**src/rtl/mem_access_ctrl_if.sv**
```systemverilog
// Bus bundle between the control unit/datapath, the data-memory access sequencer
// and the synchronous data RAM.
interface mem_access_ctrl_if #(
  parameter int unsigned ADDR_W = 16
) ();
  logic [15:0]       AR_output;
  logic [15:0]       WR_data;
  logic              rd_req;
  logic              wr_req;
  logic              busy;
  logic              done;
  logic [15:0]       read_data;
  logic              addr_err;
  logic              mem_en;
  logic              mem_we;
  logic [ADDR_W-1:0] mem_addr;
  logic [15:0]       mem_wdata;
  logic [15:0]       mem_rdata;

  // Sequencer side
  modport slave (
    input  AR_output, WR_data, rd_req, wr_req, mem_rdata,
    output busy, done, read_data, addr_err, mem_en, mem_we, mem_addr, mem_wdata
  );

  // Control unit / RAM side
  modport master (
    output AR_output, WR_data, rd_req, wr_req, mem_rdata,
    input  busy, done, read_data, addr_err, mem_en, mem_we, mem_addr, mem_wdata
  );
endinterface

```
**src/rtl/mem_access_ctrl.sv**
```systemverilog
// Fixed-latency data-memory access sequencer: one-shot read/write into a synchronous RAM.
// Optional out-of-range address check enabled by defining MEM_ADDR_CHECK_EN.
module mem_access_ctrl #(
  parameter int unsigned ADDR_W    = 16,
  parameter int unsigned MEM_LAT   = 2,
  parameter int unsigned MEM_DEPTH = 4096
) (
  input  logic              Clock,
  input  logic              Reset,
  mem_access_ctrl_if.slave  bus
);

  localparam int unsigned CNT_W  = 4;
  localparam int unsigned DATA_W = 16;

  typedef enum logic [1:0] {
    S_IDLE   = 2'd0,
    S_ACCESS = 2'd1,
    S_WAIT   = 2'd2,
    S_DONE   = 2'd3
  } state_t;

  state_t              state, state_n;
  logic                op_wr, op_wr_n;
  logic [CNT_W-1:0]    cnt, cnt_n;

  logic                busy_n;
  logic                done_n;
  logic                addr_err_n;
  logic                mem_en_n;
  logic                mem_we_n;
  logic [DATA_W-1:0]   read_data_n;
  logic [ADDR_W-1:0]   mem_addr_n;
  logic [DATA_W-1:0]   mem_wdata_n;

  logic                req_c;
  logic                addr_bad_c;
  logic [ADDR_W-1:0]   req_addr_c;

  assign req_addr_c = bus.AR_output[ADDR_W-1:0];
  assign req_c      = bus.rd_req | bus.wr_req;

`ifdef MEM_ADDR_CHECK_EN
  assign addr_bad_c = (32'(req_addr_c) >= MEM_DEPTH);
`else
  // Depth only matters to the range check; keep it referenced.
  logic unused_depth;
  assign unused_depth = ^32'(MEM_DEPTH);
  assign addr_bad_c   = 1'b0;
`endif

  // Next-state and next-output logic
  always_comb begin
    state_n     = state;
    op_wr_n     = op_wr;
    cnt_n       = cnt;
    busy_n      = 1'b1;
    done_n      = 1'b0;
    addr_err_n  = 1'b0;
    mem_en_n    = 1'b0;
    mem_we_n    = 1'b0;
    read_data_n = bus.read_data;
    mem_addr_n  = bus.mem_addr;
    mem_wdata_n = bus.mem_wdata;

    case (state)
      S_IDLE: begin
        busy_n = 1'b0;
        if (req_c) begin
          // Write has priority; a simultaneous read is dropped.
          op_wr_n     = bus.wr_req;
          mem_addr_n  = req_addr_c;
          mem_wdata_n = bus.WR_data;
          busy_n      = 1'b1;
          if (addr_bad_c) begin
            state_n    = S_DONE;
            done_n     = 1'b1;
            addr_err_n = 1'b1;
            if (!bus.wr_req) begin
              read_data_n = '0;
            end
          end else begin
            state_n  = S_ACCESS;
            mem_en_n = 1'b1;
            mem_we_n = bus.wr_req;
          end
        end
      end

      S_ACCESS: begin
        if (op_wr) begin
          state_n = S_DONE;
          done_n  = 1'b1;
        end else begin
          state_n = S_WAIT;
          cnt_n   = CNT_W'(MEM_LAT - 1);
        end
      end

      S_WAIT: begin
        if (cnt == '0) begin
          state_n     = S_DONE;
          done_n      = 1'b1;
          read_data_n = bus.mem_rdata;
        end else begin
          cnt_n = cnt - 1'b1;
        end
      end

      S_DONE: begin
        state_n = S_IDLE;
        busy_n  = 1'b0;
      end

      default: begin
        state_n = S_IDLE;
        busy_n  = 1'b0;
      end
    endcase
  end

  // State and registered outputs
  always_ff @(posedge Clock) begin
    if (Reset) begin
      state         <= S_IDLE;
      op_wr         <= 1'b0;
      cnt           <= '0;
      bus.busy      <= 1'b0;
      bus.done      <= 1'b0;
      bus.addr_err  <= 1'b0;
      bus.mem_en    <= 1'b0;
      bus.mem_we    <= 1'b0;
      bus.read_data <= '0;
      bus.mem_addr  <= '0;
      bus.mem_wdata <= '0;
    end else begin
      state         <= state_n;
      op_wr         <= op_wr_n;
      cnt           <= cnt_n;
      bus.busy      <= busy_n;
      bus.done      <= done_n;
      bus.addr_err  <= addr_err_n;
      bus.mem_en    <= mem_en_n;
      bus.mem_we    <= mem_we_n;
      bus.read_data <= read_data_n;
      bus.mem_addr  <= mem_addr_n;
      bus.mem_wdata <= mem_wdata_n;
    end
  end

endmodule

```
**src/flat_wrapper.sv**
```systemverilog
// flat-port wrapper written by rule: the top's interface ports become plain ports
module mem_access_ctrl_flat 
#(
  parameter int unsigned ADDR_W    = 16,
  parameter int unsigned MEM_LAT   = 2,
  parameter int unsigned MEM_DEPTH = 4096
)
  (Clock, Reset, bus_AR_output, bus_WR_data, bus_rd_req, bus_wr_req, bus_mem_rdata, bus_busy, bus_done, bus_read_data, bus_addr_err, bus_mem_en, bus_mem_we, bus_mem_addr, bus_mem_wdata);
  mem_access_ctrl_if #(.ADDR_W(ADDR_W)) bus_i ();
  input  logic Clock;
  input  logic Reset;
  input wire logic [$bits(bus_i.AR_output)-1:0] bus_AR_output;
  input wire logic [$bits(bus_i.WR_data)-1:0] bus_WR_data;
  input wire logic [$bits(bus_i.rd_req)-1:0] bus_rd_req;
  input wire logic [$bits(bus_i.wr_req)-1:0] bus_wr_req;
  input wire logic [$bits(bus_i.mem_rdata)-1:0] bus_mem_rdata;
  output wire logic [$bits(bus_i.busy)-1:0] bus_busy;
  output wire logic [$bits(bus_i.done)-1:0] bus_done;
  output wire logic [$bits(bus_i.read_data)-1:0] bus_read_data;
  output wire logic [$bits(bus_i.addr_err)-1:0] bus_addr_err;
  output wire logic [$bits(bus_i.mem_en)-1:0] bus_mem_en;
  output wire logic [$bits(bus_i.mem_we)-1:0] bus_mem_we;
  output wire logic [$bits(bus_i.mem_addr)-1:0] bus_mem_addr;
  output wire logic [$bits(bus_i.mem_wdata)-1:0] bus_mem_wdata;
  assign bus_i.AR_output = bus_AR_output;
  assign bus_i.WR_data = bus_WR_data;
  assign bus_i.rd_req = bus_rd_req;
  assign bus_i.wr_req = bus_wr_req;
  assign bus_i.mem_rdata = bus_mem_rdata;
  assign bus_busy = bus_i.busy;
  assign bus_done = bus_i.done;
  assign bus_read_data = bus_i.read_data;
  assign bus_addr_err = bus_i.addr_err;
  assign bus_mem_en = bus_i.mem_en;
  assign bus_mem_we = bus_i.mem_we;
  assign bus_mem_addr = bus_i.mem_addr;
  assign bus_mem_wdata = bus_i.mem_wdata;
  mem_access_ctrl #(.ADDR_W(ADDR_W), .MEM_LAT(MEM_LAT), .MEM_DEPTH(MEM_DEPTH)) u_core (.Clock(Clock), .Reset(Reset), .bus(bus_i));
endmodule
```
**config.mk**
```make
export PLATFORM = sky130hd
export DESIGN_NAME = mem_access_ctrl_flat
export DESIGN_NICKNAME = d
export VERILOG_FILES = /design/src/rtl/mem_access_ctrl_if.sv /design/src/rtl/mem_access_ctrl.sv /design/src/flat_wrapper.sv
export SDC_FILE = /design/constraint.sdc
export NUM_CORES = 1
export LEC_CHECK = 0
export ABC_AREA = 1
export CORE_AREA = 2 2 78 80
export DETAILED_ROUTE_END_ITERATION = 12
export DIE_AREA = 0 0 80 82
export PLACE_DENSITY = 0.78
export SLEW_MARGIN = 20
export SYNTH_ARGS = -nofsm -noshare
export SYNTH_HDL_FRONTEND = slang
export SYNTH_SLANG_ARGS = --single-unit
```
**constraint.sdc**
```tcl
create_clock -name Clock -period 1.5 [get_ports Clock]
set_input_delay 0.15 -clock Clock [delete_from_list [all_inputs] [get_ports Clock]]
set_output_delay 0.15 -clock Clock [all_outputs]
set_load 0.01 [all_outputs]
```
# Yosys cells after proc, flatten, opt, wreduce, memory -nomap -nowiden
# Index checks and enable logic that the tools add are counted.
[word_totals]
regBits = 59
output_inout_bits = 53
input_bits = 52
elab_cells = 42
[op_classes]
bitwise_logic = 3
n_addsub = 1
reduce_logical = 9
muxes = 12
n_eq_ne = 7
[op_table]
columns = ["operator", "n"]
rows = [
  ["$mux W4", 2],
  ["$pmux W2 S4", 1],
  ["$pmux W4 S2", 1],
  ["$reduce_and A2 Y1", 3],
  ["$eq A2 B2 Y1 const B", 2],
  ["$logic_not A4 Y1", 1],
  ["$mux W1", 4],
  ["$mux W2", 2],
  ["$ne A2 B1 Y1 const B", 2],
  ["$ne A2 B2 Y1 const B", 2],
  ["$pmux W1 S2", 2],
  ["$sub A4 B1 Y4 const B", 1],
  ["$reduce_and A3 Y1", 1],
  ["$reduce_or A3 Y1", 1],
  ["$eq A2 B1 Y1 const B", 1],
  ["$logic_not A2 Y1", 1],
  ["$not A1 Y1", 2],
  ["$reduce_bool A2 Y1", 1],
  ["$reduce_or A2 Y1", 1],
  ["$or A1 B1 Y1", 1],
]

# Logic depth before layout (Yosys ltp)
# Gate-level depths: netlist of run 1.
[logic_depth]
depth_word = 3
depth_mapped = 7
depth_no_buf = 7

# Worst setup path before layout of run 1
# OpenSTA, ideal clock, no wires.
[synth_timing]
path_kind = "register -> register"
from = "register u_core.state[0]"
to = "register u_core.cnt[1]"
setup_time_ns = 0.114
period_less_slack_ns = 1.283
path_stages_with_launch = 7
setup_slack_ns = 0.217
arrival_time_ns = 1.169
path_buffers = 0
cell_sequence = "dfxtp_1 -> inv_1 -> ha_1 -> nand3_4 -> nand3_2 -> a21oi_1 -> nor2_1"
[synth_via]
elab_chain_len = 3
[synth_rtl]
columns = ["element", "line_no", "text"]
rows = [
  ["start, declared", "mem_access_ctrl.sv:23", "state_t state, state_n;"],
  ["start signal, assigned", "mem_access_ctrl.sv:137", "state <= state_n;"],
  ["$eq A2 B2 Y1 / $eq A2 B1 Y1 (equally long branches)", "mem_access_ctrl.sv:66", "case (state)"],
  ["$ne A2 B2 Y1 (no source line) / $reduce_bool A2 Y1 (equally long branches)", "n/a", ""],
  ["$reduce_and A3 Y1 (no source line)", "n/a", ""],
  ["end signal, assigned", "mem_access_ctrl.sv:139", "cnt <= cnt_n;"],
  ["end, declared", "mem_access_ctrl.sv:25", "logic [CNT_W-1:0] cnt, cnt_n;"],
]
# Several ways; a longest one is shown, not always the timed one.
# A chain may end at the register's enable or synchronous reset.

# Worst setup path after layout of run 1
[layout_timing]
from = "register u_core.bus.mem_addr[15]"
to = "output bus_mem_addr[15]"
[layout_lines]
columns = ["element", "line_no", "text"]
rows = [
  ["start, declared", "mem_access_ctrl_if.sv:23", "output busy, done, read_data, addr_err, mem_en, mem_we, mem_addr, mem_wdata"],
  ["start signal, assigned", "mem_access_ctrl.sv:146", "bus.mem_addr <= mem_addr_n;"],
  ["end, declared", "flat_wrapper.sv:23", "output wire logic [$bits(bus_i.mem_addr)-1:0] bus_mem_addr;"],
]
# No word-level cell between the ends.

==> results of run 1 <==
==> cells in the mapped netlist (2+ instances only) <==
master    number  share of area, %
a21oi_1       20               4.4
buf_2          5               1.1
buf_6          6               2.9
clkbuf_1       2              0.33
dfxtp_1       59                52
ha_1           6               3.3
inv_1         25               4.1
inv_2          3              0.49
nand2_1       23               3.8
nand3_1        4              0.87
nand4_1        2              0.55
nor2_1        76                12
nor2_2         2              0.55
o21ai_0       32               7.0
o21ai_1       16               3.5
==> metal layers <==
metal	track usage (%)	wire length, um	share of wire, %	up-vias
met4	12.20	185	3.3	0
met1	20.69	2477	44	968
met5	0	0	0	-
met2	29.92	2755	49	62
met3	4.066	257	4.5	13
li1	-	-	-	1135
==> flip-flops by register name (all words and copies together) (netlist names) <==
signal	count
u_core.bus.mem_addr	16
u_core.cnt	4
u_core.state	2
u_core.op_wr	1
u_core.bus.read_data	16
u_core.bus.mem_we	1
u_core.bus.busy	1
u_core.bus.mem_wdata	16
u_core.bus.mem_en	1
u_core.bus.done	1
==> metrics by stage <==
stage / cells / worst slack (ns)
after floorplan: 290 / 0.2172
after global placement: 462 / 0.1351
after detailed placement: 462 / 0.07726
after CTS: 478 / 0.1061
after global routing: 478 / 0.02092
final: 478 / 0.1241
==> final timing paths <==
| check | from | endpoint | slack, ns | cells after the start |
|---|---|---|---|---|
| max | u_core.bus.mem_addr[15]$_SDFFE_PP0P_ | bus_mem_addr[15] | 0.12 | 1 |
| min | bus_AR_output[9] | u_core.bus.mem_addr[9]$_SDFFE_PP0P_ | 0.43 | 3 |
| max reg2reg | u_core.state[1]$_SDFFE_PP0P_ | u_core.op_wr$_SDFFE_PP0P_ | 0.16 | 6 |
| min reg2reg | u_core.bus.read_data[5]$_SDFFE_PP0P_ | u_core.bus.read_data[5]$_SDFFE_PP0P_ | 0.44 | 2 |
==> layout make-up <==
class,count,area share (%)
well taps,75,2.587
inverters,28,2.898
repair buffers,112,31.32
clock buffers,13,4.657
multi-input cells,188,24.73
flip-flops and latches,59,32.56
clock inverters,3,1.242
==> power by group <==
part	internal, mW	switching (mW)	total, mW	leakage, nW
registers	2.05	0.239	2.29	0.487
clock network	0.904	0.607	1.51	0.102
logic	1.40	1.43	2.83	0.869
total	4.36	2.27	6.63	1.46
==> cells by family (layout without fill, tap and decap cells) <==
kind of cell               count (synthesis)  in the layout  share of synthesized area, %
and+or+nand+nor                          112            112                         20.40
adders and majority gates                  6              6                         3.273
buffers and inverters                     43            156                         9.492
other                                      1              1                        0.1635
AOI/OAI and AO/OA                         69             69                         15.17
DFF                                       59             59                         51.50
==> metrics.md, run 1 <==
| Metric | Value |
|---|---|
| CTS Sinks | 59 |
| DR WL/cell | 11.87 um |
| Mean Syn Cell Area | ~8 um2 |
| Worst setup EP type | output port |
| Multi-input logic area | roughly 900 um2 |
| Setup_tns | 0 ns |
| Global-route wire length before repair | 9011 um |
| Layout cells sized above 1 | under 10% |
| Clock latency on the worst-skew pair | ~0.33 ns |
| Grt ovf | 0 |
| Post-Synthesis Cell Area | 0.002293 mm2 |
| Vias per Instance | around 4.6 |
| Final Cycle Share | approximately 92% |
| Setup Skew | 0.01015 ns |
| Worst Path Required | about 1.4 ns |
| Lkg Pwr | between 1 and 1.5 nW |
| Worst hold path type | in -> reg |
| Max Cap Viol | 0 |
| Io pins | about 110 |
| Post-cts resize count | 0 |
| Die Ht | between 80 and 90 um |
| Startpoint Class | flip-flop |
| Hold buffers post-CTS | 0 |
| Clock transition at path regs | roughly 0.070 ns |
| Unrepaired setup endpoints after global routing | no |
| Hold Slack | 0.4255 ns |
| Fin util | between 60% and 70% |
| GPL Wtd Cong | 0.7611 |
| # port buffers | roughly 100 |
| Achievable Freq | between 0.7 and 0.8 GHz |
| Worst Path Buf+Inv | 1 |
| Layout area overhead | 58.16% |
| Post-synthesis sequential area ratio | around 52% |
| Sequential Area | 0.001181 mm2 |
| Site Rows | 28 |
| Largest net degree at the start of global routing | 38 |
| Final Power | about 6.6 mW |
| DRT Pass-1 Iters | 4 |
| Via count | ~2.2k |
| Setup-failing EPs final | 0 |
| Max incr delay on CP | ~0.55 ns |
| Post-Layout Inst Area | roughly 0.0036 mm2 |
| Worst vdd ir | a little under 1 mV |
| Post-synth EDFFs | 0 |
| Tot GR Track Use | 18.00% |
| Vias in the first global route | ~1.9k |
| Die Width | approximately 80 um |
| Core region area | 0.005746 mm2 |
| Initial antenna violation count | 0 |
| Distinct cells, synth | 24 |
| Post-Synthesis Net Count | between 300 and 400 |
| Fraction of registers with async set/reset | 0% |
| Primary FF master, synth | dfxtp_1 |
| Worst path slowest cell | clkdlybuf4s50_1 |
| Diodes inserted | 0 |
| Synthesized flop and latch total | 59 |
| CP cell instances | clkdlybuf4s50_1 |
| Final Hold Viols | 0 |
| Post-route antenna net violation count | 0 |
| Nets | 456 |
| Most frequent cells in the layout | 103 x clkdlybuf4s50_1, 76 x nor2_1, 59 x dfxtp_1 |
| Num CTS Buffers | 9 |
| Final WL | ~5700 um |
| Post-CTS Setup Bufs | 0 |
| Critical path class | reg -> out |
| Yosys warning count | 0 |
| Iteration-0 DRC Markers | 60 |
| Fillcell total | 535 |
| Crit-path max FO | 2 |
| Commonest non-fill, non-tap cell in the layout | clkdlybuf4s50_1 |
| Initial Utilization | 39.92% |
| Final Critical Period | around 1.4 ns |
| Outcome | finished, final reports clean |
| Placed Instance Area | around 0.0034 mm2 |
| CP delay by family, top | buffers and inverters |
| Post-Synthesis Cells | 290 |
| Clock root buffer | clkbuf_8 |
| Arrival @ worst endpoint | about 1.2 ns |
| CTS tree | yes |
| DRC violations left | 0 |
| Clock buffer depth | 2 |
| PwrDens | 1828 mW/mm2 |
| H-tree Lvls | 3 |
| Post-DP HPWL | 4100 um |
| Final slew viol count | 0 |
| Die area | 0.006560 mm2 |
Power figures use the tool's default switching activity.
==> run 2, diff against run 1 <==
--- a/config.mk
+++ b/config.mk
@@ -7,10 +7,10 @@
 export LEC_CHECK = 0
 export ABC_AREA = 1
 export CORE_AREA = 2 2 78 80
+export CTS_CLUSTER_DIAMETER = 120
 export DETAILED_ROUTE_END_ITERATION = 12
 export DIE_AREA = 0 0 80 82
 export PLACE_DENSITY = 0.78
-export SLEW_MARGIN = 20
 export SYNTH_ARGS = -nofsm -noshare
 export SYNTH_HDL_FRONTEND = slang
 export SYNTH_SLANG_ARGS = --single-unit
==> results of run 2 <==
Same layout as run 1: the final DEF is identical, and so are final timing and power.
